$ cat src/rtl/lsu_pkg.sv
// Shared types and helpers for the load/store memory sequencer.
package lsu_pkg;

  // RV32I load/store funct3 encodings (stores reuse B/H/W)
  localparam logic [2:0] F3_B  = 3'b000;
  localparam logic [2:0] F3_H  = 3'b001;
  localparam logic [2:0] F3_W  = 3'b010;
  localparam logic [2:0] F3_BU = 3'b100;
  localparam logic [2:0] F3_HU = 3'b101;

  typedef enum logic [2:0] {
    S_IDLE,
    S_RD,
    S_CAP,
    S_WR,
    S_RESP
  } lsu_state_e;

  // Halfwords need an even address, words a 4-byte aligned one.
  function automatic logic is_misaligned(input logic [2:0] funct3, input logic [1:0] off);
    case (funct3)
      F3_H, F3_HU: return off[0];
      F3_W:        return off != 2'b00;
      default:     return 1'b0;
    endcase
  endfunction

  // Stores only have B/H/W; the unsigned encodings exist only for loads.
  function automatic logic is_illegal(input logic we, input logic [2:0] funct3);
    if (we) return !(funct3 inside {F3_B, F3_H, F3_W});
    else    return !(funct3 inside {F3_B, F3_H, F3_W, F3_BU, F3_HU});
  endfunction

endpackage

$ cat src/rtl/lsu_subword_lane.sv
// Byte/halfword lane logic: load extraction and store merge of one word.
module subword_lane
  import lsu_pkg::*;
(
  input  logic [31:0] word_i,
  input  logic [2:0]  funct3_i,
  input  logic [1:0]  offset_i,
  input  logic [31:0] wdata_i,
  output logic [31:0] load_o,
  output logic [31:0] merge_o
);

  logic [7:0]  byte_sel;
  logic [15:0] half_sel;

  // Lane select by offset, then sign/zero extension by funct3
  always_comb begin
    byte_sel = word_i[{offset_i, 3'b000} +: 8];
    half_sel = offset_i[1] ? word_i[31:16] : word_i[15:0];
    case (funct3_i)
      F3_B:    load_o = {{24{byte_sel[7]}}, byte_sel};
      F3_BU:   load_o = {24'h0, byte_sel};
      F3_H:    load_o = {{16{half_sel[15]}}, half_sel};
      F3_HU:   load_o = {16'h0, half_sel};
      default: load_o = word_i;
    endcase
  end

  // Overlay store data onto the addressed lane of the read word
  always_comb begin
    merge_o = word_i;
    case (funct3_i)
      F3_B: merge_o[{offset_i, 3'b000} +: 8] = wdata_i[7:0];
      F3_H: begin
        if (offset_i[1]) merge_o[31:16] = wdata_i[15:0];
        else             merge_o[15:0]  = wdata_i[15:0];
      end
      default: merge_o = wdata_i;
    endcase
  end

endmodule

$ cat src/rtl/lsu_mem_sequencer.sv
// Single-request load/store sequencer for a single-port synchronous memory,
// with read-modify-write for sub-word stores.
module lsu_mem_sequencer
  import lsu_pkg::*;
#(
  parameter int ADDR_W = 32
) (
  input  logic              clk,
  input  logic              rst_n,
  input  logic              req_valid,
  output logic              req_ready,
  input  logic              req_we,
  input  logic [2:0]        req_funct3,
  input  logic [ADDR_W-1:0] req_addr,
  input  logic [31:0]       req_wdata,
  output logic              resp_valid,
  input  logic              resp_ready,
  output logic [31:0]       resp_rdata,
  output logic              resp_err,
  output logic [ADDR_W-1:0] mem_addr,
  output logic              mem_re,
  output logic              mem_we,
  output logic [31:0]       mem_wdata,
  input  logic [31:0]       mem_rdata
);

  lsu_state_e        state_q;
  logic              we_q;
  logic [2:0]        f3_q;
  logic [ADDR_W-1:0] addr_q;
  logic [31:0]       wbuf_q;     // store data, then read word / merged word
  logic              req_ready_q, resp_valid_q, resp_err_q;
  logic [31:0]       resp_rdata_q;
  logic              mem_re_q, mem_we_q;

  logic              req_err;
  logic [31:0]       lane_load, lane_merge;

  assign req_err = is_misaligned(req_funct3, req_addr[1:0]) || is_illegal(req_we, req_funct3);

  // During CAP the lane sees the fresh read word and the held store data
  subword_lane u_lane (
    .word_i   (mem_rdata),
    .funct3_i (f3_q),
    .offset_i (addr_q[1:0]),
    .wdata_i  (wbuf_q),
    .load_o   (lane_load),
    .merge_o  (lane_merge)
  );

  assign req_ready  = req_ready_q;
  assign resp_valid = resp_valid_q;
  assign resp_err   = resp_err_q;
  assign resp_rdata = resp_rdata_q;
  assign mem_re     = mem_re_q;
  assign mem_we     = mem_we_q;
  // Bus is zeroed whenever no strobe is active
  assign mem_addr   = (mem_re_q | mem_we_q) ? {addr_q[ADDR_W-1:2], 2'b00} : '0;
  assign mem_wdata  = mem_we_q ? wbuf_q : 32'h0;

  // Request FSM with registered handshake and memory strobes
  always_ff @(posedge clk or negedge rst_n) begin
    if (!rst_n) begin
      state_q      <= S_IDLE;
      we_q         <= 1'b0;
      f3_q         <= 3'b000;
      addr_q       <= '0;
      wbuf_q       <= 32'h0;
      req_ready_q  <= 1'b1;
      resp_valid_q <= 1'b0;
      resp_err_q   <= 1'b0;
      resp_rdata_q <= 32'h0;
      mem_re_q     <= 1'b0;
      mem_we_q     <= 1'b0;
    end else begin
      case (state_q)
        S_IDLE: begin
          if (req_valid) begin
            we_q        <= req_we;
            f3_q        <= req_funct3;
            addr_q      <= req_addr;
            wbuf_q      <= req_wdata;
            req_ready_q <= 1'b0;
            if (req_err) begin
              state_q      <= S_RESP;
              resp_valid_q <= 1'b1;
              resp_err_q   <= 1'b1;
              resp_rdata_q <= 32'h0;
            end else if (req_we && req_funct3 == F3_W) begin
              state_q  <= S_WR;
              mem_we_q <= 1'b1;
            end else begin
              state_q  <= S_RD;
              mem_re_q <= 1'b1;
            end
          end
        end
        S_RD: begin
          mem_re_q <= 1'b0;
          state_q  <= S_CAP;
        end
        S_CAP: begin
          if (we_q) begin
            wbuf_q   <= lane_merge;
            mem_we_q <= 1'b1;
            state_q  <= S_WR;
          end else begin
            wbuf_q       <= mem_rdata;
            resp_rdata_q <= lane_load;
            resp_valid_q <= 1'b1;
            state_q      <= S_RESP;
          end
        end
        S_WR: begin
          mem_we_q     <= 1'b0;
          resp_valid_q <= 1'b1;
          resp_rdata_q <= 32'h0;
          state_q      <= S_RESP;
        end
        S_RESP: begin
          if (resp_ready) begin
            resp_valid_q <= 1'b0;
            resp_err_q   <= 1'b0;
            resp_rdata_q <= 32'h0;
            req_ready_q  <= 1'b1;
            state_q      <= S_IDLE;
          end
        end
        default: state_q <= S_IDLE;
      endcase
    end
  end

endmodule

$ cat config.mk
export PLATFORM = sky130hd
export DESIGN_NAME = lsu_mem_sequencer
export DESIGN_NICKNAME = d
export VERILOG_FILES = /design/src/rtl/lsu_pkg.sv /design/src/rtl/lsu_subword_lane.sv /design/src/rtl/lsu_mem_sequencer.sv
export SDC_FILE = /design/constraint.sdc
export NUM_CORES = 1
export LEC_CHECK = 0
export ABC_AREA = 1
export CAP_MARGIN = 20
export CORE_MARGIN = 4
export CORE_UTILIZATION = 53
export CTS_BUF_LIST = sky130_fd_sc_hd__clkbuf_4
export DETAILED_ROUTE_END_ITERATION = 10
export GPL_ROUTABILITY_DRIVEN = 1
export PLACE_DENSITY = 0.94
export SLEW_MARGIN = 20
export SYNTH_ARGS = -nofsm -noshare
export SYNTH_HDL_FRONTEND = slang
export SYNTH_SLANG_ARGS = --single-unit
$ cat constraint.sdc
create_clock -name clk -period 4.2 [get_ports clk]
set_clock_uncertainty 0.1 [all_clocks]
set_input_delay 1.05 -clock clk [delete_from_list [all_inputs] [get_ports clk]]
set_output_delay 1.05 -clock clk [all_outputs]
set_load 0.03 [all_outputs]
==> reports/qor.csv, run 1 <==
metric,value,unit
fin. max-slew vios,0,
post-cts sizing count,0,
CTS sink count,108,
Synth Area in Compound Gates,0.1154,
LEAKAGE,4.609,nW
routed len/inst,15.94,um
DP Worst Slack,0.8819,ns
HPWL after DPL,16.95,mm
PwrDens,716.3,mW/mm^2
initial antenna violation count,0,
number of global-route vias before repair,7430,
"EDFF count, synth",0,
H-tree levels,3,
Worst-Skew Late Latency,0.49,ns
routed via count,7678,
GRT Total Usage,0.3030,
Post-synth ARST share,1.000,
Syn. warnings,0,
cts bufs inserted,9,
drt drc,0,
unrepaired setup endpoints after global routing,false,
VDD IR max,0.4751,mV
adder-cell share of the synthesized area,0.008991,
Die Y,122.6,um
Final ANT Viol Nets,0,
xor/xnor share of the synthesized area,0,
Synth Instances,1076,
simple-gate share of the synthesized area,0.3728,
CP startpoint kind,flop,
core area,0.01272,mm^2
WS Path Type,reg -> out,
Port Buffer Count,202,
clock buffer depth,2,
area grow syn2layout,31.07,%
Fin Setup TNS,0,ns
RePlAce Congestion,0.9776,
Area contributors post-synth,"dfrtp_1 (38%), nand2_1 (22%), inv_1 (6.6%)",
Main synth FF type,dfrtp_1,
CTS Root Cell,clkbuf_4,
Mean Syn Cell Area,6.466,um^2
final period utilization,0.8231,
crit path max fanout,35,
Post-Route WL,22.65,mm
Post-layout nets,1353,
Min-Delay Path Class,reg -> reg,
WP data required,3.05,ns
most common cell in the netlist,nand2_1,
Worst EP arrival,2.31,ns
Die Area,0.01503,mm^2
Die X,122.6,um
largest family of logic cells by synthesized area,simple AND/OR/NAND/NOR gates,
final worst slack,0.7428,ns
Synth top area share,0.3848,
clock-pin slew on the worst setup and hold paths,0.15,ns
Via density,5.403,
final hold violations,0,
count of cell types in the netlist,33,
Tightest Pin Transition,0.9411,ns
fmax,289.3,MHz
Max Cap Viol,0,
Setup Buffers After CTS,0,
Final Setup Violations,0,
sequential share of the synthesized area,0.3886,
total gr overflow,0,
Placed Instance Area,0.008976,mm^2
synthesized area,0.006958,mm^2
DR iter-0 viols,760,
largest net degree at the start of global routing,57,
number of synthesized register bits,108,
cell accounting for the most synthesized area,dfrtp_1,
drt first pass iters,7,
status,"complete, no violations",
n_diodes,0,
I/O Pins,205,
row cnt,41,
CTS Hold Bufs,0,
Starting Density,0.5469,
CTS tree,built,
mux contribution to synthesized area,0,
CP Capture Type,output port,
share of cells above drive strength 1,0.04323,
relative max-transition margin,0.3687,
design area,0.009120,mm^2
first-pass GRT wire length,36.11,mm
Final min period,3.457,ns
top post-synthesis cells by count,"nand2_1 (407), inv_1 (122), dfrtp_1 (107)",
[worst paths after layout]
check	startpoint	to	slack, ns	cells past startpoint
worst max-delay path	mem_we$_DFFE_PN0P_	mem_addr[6]	0.74	5
worst min-delay path	req_ready$_DFFE_PN1P_	req_ready$_DFFE_PN1P_	0.38	2
worst max register to register	state_q[1]$_DFFE_PN0P_	addr_q[18]$_DFFE_PN0P_	1.51	6
worst min register to register	req_ready$_DFFE_PN1P_	req_ready$_DFFE_PN1P_	0.38	2
max in group asynchronous	rst_n	req_ready$_DFFE_PN1P_	2.72	2
min in group asynchronous	rst_n	resp_rdata[11]$_DFFE_PN0P_	0.48	1
[sequential cells by signal, summed over array words and instances (netlist names)]
register	count
we_q	1
resp_valid	1
wbuf_q	32
mem_we	1
req_ready	1
mem_re	1
state_q	3
resp_err	1
addr_q	32
resp_rdata	32
f3_q	3
[per-stage QoR]
stage / cells / utilization / total power (W) / hold slack [ns]
floorplan: 1077 / - / 0.004557 / 0.3706
global placement: 1405 / 0.7055 / 0.005818 / 0.3657
detailed placement: 1405 / 0.7055 / 0.005944 / 0.3652
CTS: 1421 / 0.7169 / 0.006505 / 0.3880
global route: 1421 / 0.7169 / 0.007016 / 0.4196
finish: 1421 / 0.7169 / 0.006533 / 0.3842
[cell families (layout without fill, tap and decap cells)]
family	count (synthesis)	in the layout
simple gates	623	623
buf+inv	185	357
compound gates	154	154
flops	108	108
fa+ha+maj	5	5
other cells	1	2
[layer usage]
metal / routed length, um / up-vias / GRT usage
met5: 0 / - / 0
met4: 996 / 0 / 0.1456
met3: 2532 / 95 / 0.08157
met2: 10370 / 480 / 0.4940
met1: 8746 / 3424 / 0.3737
li1: - / 3679 / -
[where the power goes]
group / internal (W) / switching, W
clock: 0.000185 / 0.000374
combinational: 0.00145 / 0.00278
sequential: 0.00145 / 0.000291
[placed cells by master, fill, tap and decap left out]
cell,n
nand2_1,407
clkdlybuf4s50_1,201
inv_1,122
dfrtp_1,107
nor2_1,92
nand3_1,83
o21ai_0,73
a21oi_1,56
nand4_1,13
o21ai_1,12
clkbuf_4,9
buf_4,9
nand2_2,7
a21boi_0,7
or2_0,6
inv_2,5
nor2_2,5
ha_1,5
o211ai_1,4
clkinv_1,3
nor2_4,3
nand3_2,2
conb_1,2
clkinvlp_4,2
clkinv_4,2
nand3_4,1
o21ai_2,1
nor3_2,1
nand4_4,1
nor3_1,1
or2_2,1
a31oi_1,1
clkinv_2,1
inv_6,1
bufinv_16,1
buf_12,1
dfstp_2,1
[layout make-up]
type / instances / area (um^2)
clock inverters: 7 / 76.32
fillers: 1055 / 3602
well taps: 172 / 215.2
inverters: 130 / 488.0
flip-flops and latches: 108 / 2704
multi-input cells: 784 / 3470
clock buffers: 9 / 67.56
repair buffers: 211 / 2100
[critical path, stage by stage, from the launching register on]
cell	delay [ns]
dfrtp_1	0.36
buf_4	0.35
nor2_2	0.07
buf_4	0.23
nor2_1	0.13
clkdlybuf4s50_1	0.69
Note: power is estimated with default switching activity, not from simulation.
==> inputs of run 2 (changes only) <==
--- a/config.mk
+++ b/config.mk
@@ -8,11 +8,11 @@
 export ABC_AREA = 1
 export CAP_MARGIN = 20
 export CORE_MARGIN = 4
-export CORE_UTILIZATION = 53
+export CORE_UTILIZATION = 45
 export CTS_BUF_LIST = sky130_fd_sc_hd__clkbuf_4
 export DETAILED_ROUTE_END_ITERATION = 10
 export GPL_ROUTABILITY_DRIVEN = 1
-export PLACE_DENSITY = 0.94
+export PLACE_DENSITY = 0.86
 export SLEW_MARGIN = 20
 export SYNTH_ARGS = -nofsm -noshare
 export SYNTH_HDL_FRONTEND = slang
==> constraint.sdc (replaced) <==
create_clock -name clk -period 2.95 [get_ports clk]
set_clock_uncertainty 0.1 [all_clocks]
set_input_delay 0.7375 -clock clk [delete_from_list [all_inputs] [get_ports clk]]
set_output_delay 0.7375 -clock clk [all_outputs]
set_load 0.03 [all_outputs]
==> run 2 against run 1 <==
Against the previous run:
- clock power rose by 30%
- flip-flop and latch count did not move
- cell count rose by 1.8%
- global-route usage fell by 3.6 points
- sequential share of layout area fell by 0.32 points
- non-clock buffer count rose by 9
- critical path type unchanged
- critical endpoint is now mem_addr[20]
- largest cell class unchanged
- highest routed layer unchanged
==> reports/qor.csv, run 2 (same netlist as run 1, synthesis figures left out) <==
metric,value,unit,change
status,"complete, no violations",,unchanged
crit path max fanout,30,,was 35
cts bufs inserted,9,,unchanged
HPWL after DPL,18.22,mm,was 16.95 mm
post-cts sizing count,3,,was 0
DP Worst Slack,0.4409,ns,was 0.8819 ns
Final min period,2.847,ns,
CTS tree,built,,unchanged
final hold violations,0,,unchanged
GRT Total Usage,0.2675,,was 0.3030
GRT met3 Usage,0.06336,,was 0.08157
Worst EP arrival,2.01,ns,was 2.31 ns
WP data required,2.11,ns,was 3.05 ns
share of cells above drive strength 1,0.05008,,was 0.04323
Placed Instance Area,0.009076,mm^2,was 0.008976 mm^2
drt first pass iters,5,,was 7
final worst slack,0.1034,ns,was 0.7428 ns
Die Y,132.3,um,was 122.6 um
Worst-Skew Late Latency,0.49,ns,about the same
first-pass GRT wire length,37.56,mm,was 36.11 mm
Min-Delay Path Class,in -> async,,was reg -> reg
row cnt,45,,was 41
met1 GRT Util,0.3446,,was 0.3737
clock buffer depth,2,,unchanged
Pwr Total,0.009359,W,was 0.006533 W
Post-Route Utilization,0.6064,,was 0.7169
Final ANT Viol Nets,0,,unchanged
total gr overflow,0,,unchanged
Max Cap Viol,0,,unchanged
Worst path max stage delay,0.61,ns,was 0.69 ns
CP Cell Sequence,"nor2_2, buf_6, nor2_1, clkdlybuf4s50_1",,"was buf_4, nor2_2, buf_4, nor2_1, clkdlybuf4s50_1"
most frequent cells in the layout,"nand2_1 (407), clkdlybuf4s50_1 (194), inv_1 (122), dfrtp_1 (107), nor2_1 (92)",,"was nand2_1 (407), clkdlybuf4s50_1 (201), inv_1 (122), dfrtp_1 (107), nor2_1 (92)"
H-tree levels,3,,unchanged
relative max-transition margin,0.5404,,was 0.3687
fin. max-slew vios,0,,unchanged
CTS Root Cell,clkbuf_4,,unchanged
unrepaired setup endpoints after global routing,false,,unchanged
fmax,351.3,MHz,
Die Area,0.01752,mm^2,was 0.01503 mm^2
CP Capture Type,output port,,unchanged
"commonest non-fill, non-tap cell in the layout",nand2_1,,unchanged
design area,0.009219,mm^2,was 0.009120 mm^2
Starting Density,0.4577,,was 0.5469
final-layout fill cell count,1434,,was 1055
DR iter-0 viols,705,,was 760
Via density,5.309,,was 5.403
Most Crowded Layer GR,met2,,unchanged
initial antenna violation count,1,,was 0
I/O Pins,205,,unchanged
core area,0.01520,mm^2,was 0.01272 mm^2
Setup Buffers After CTS,0,,unchanged
PwrDens,1015,mW/mm^2,was 716.3 mW/mm^2
largest net degree at the start of global routing,64,,was 57
routed len/inst,16.52,um,was 15.94 um
final period utilization,0.9649,,
CP max stage cell,clkdlybuf4s50_1,,unchanged
reg2reg setup slack,0.67,ns,was 1.51 ns
RePlAce Congestion,1.028,,was 0.9776
CP startpoint kind,flop,,unchanged
clock-pin slew on the worst setup and hold paths,0.17,ns,was 0.15 ns
routed via count,7682,,was 7678
Post-layout nets,1362,,was 1353
M2 GR Usage,0.4319,,was 0.4940
VDD IR max,0.6261,mV,was 0.4751 mV
Port Buffer Count,202,,unchanged
Fin Setup TNS,0,ns,unchanged
area grow syn2layout,32.49,%,was 31.07%
Post-Route WL,23.91,mm,was 22.65 mm
WS Path Type,reg -> out,,unchanged
drt drc,0,,unchanged
CTS sink count,108,,unchanged
Final Setup Violations,0,,unchanged
LEAKAGE,4.726,nW,was 4.609 nW
Tightest Pin Transition,0.6848,ns,was 0.9411 ns
CTS Hold Bufs,0,,unchanged
number of global-route vias before repair,7141,,was 7430
Die X,132.3,um,was 122.6 um
-- run 2: cell types whose count changed in the layout (fill, tap and decap cells not counted), sizes merged --
cell,delta
clkdlybuf4s50,-7
diode,+1
bufinv,-1
buf,+9
dlygate4sd2,+2
clkinvlp,-1
dlymetal6s2s,+5
inv,+1
clkbuf,+1
-- run 2: through the flow --
stage | std cells | hold slack, ns
2_1_floorplan | 1077 | 0.3419
3_3_place_gp | 1430 | 0.3657
3_5_place_dp | 1430 | 0.3683
4_1_cts | 1446 | 0.09185
5_1_grt | 1447 | 0.1096
6_report | 1447 | 0.09616
-- run 2: report_power, final --
group | total (W) | switching (W) | internal, W
clock | 0.000725 | 0.000534 | 0.000191
combinational | 0.00612 | 0.00400 | 0.00211
sequential | 0.00252 | 0.000451 | 0.00207
total | 0.00936 | 0.00499 | 0.00437
-- run 2: worst paths after layout --
path | to | startpoint | cells after the start
setup / recovery | mem_addr[20] | mem_re$_DFFE_PN0P_ | 4
hold / removal | addr_q[4]$_DFFE_PN0P_ | rst_n | 1
setup reg to reg | wbuf_q[30]$_DFFE_PN0P_ | addr_q[0]$_DFFE_PN0P_ | 9
hold reg to reg | req_ready$_DFFE_PN1P_ | req_ready$_DFFE_PN1P_ | 2
max in group asynchronous | wbuf_q[27]$_DFFE_PN0P_ | rst_n | 2
min in group clk | req_ready$_DFFE_PN1P_ | req_ready$_DFFE_PN1P_ | 2
-- run 2: worst max-delay path: cells and delay by family (launching register included) --
family,cells,cell delay [ns]
buffers and inverters,2,0.86
DFF,1,0.47
and+or+nand+nor,2,0.18
-- run 2: final cells by class --
class                           instances  area (um^2)  area share
Antenna cell                            1        2.502   0.0002714
Clock buffer                           10        75.07    0.008143
Clock inverter                          6        47.55    0.005157
Inverter                              130        488.0     0.05293
Multi-Input combinational cell        784         3470      0.3764
Sequential cell                       108         2704      0.2933
Tap cell                              188        235.2     0.02552
Timing Repair Buffer                  220         2197      0.2383
-- run 2: metal layers --
metal,share of wire,up-vias
met4,0.038,0
met2,0.45,421
met3,0.099,73
met1,0.41,3492
li1,-,3696
met5,0,-
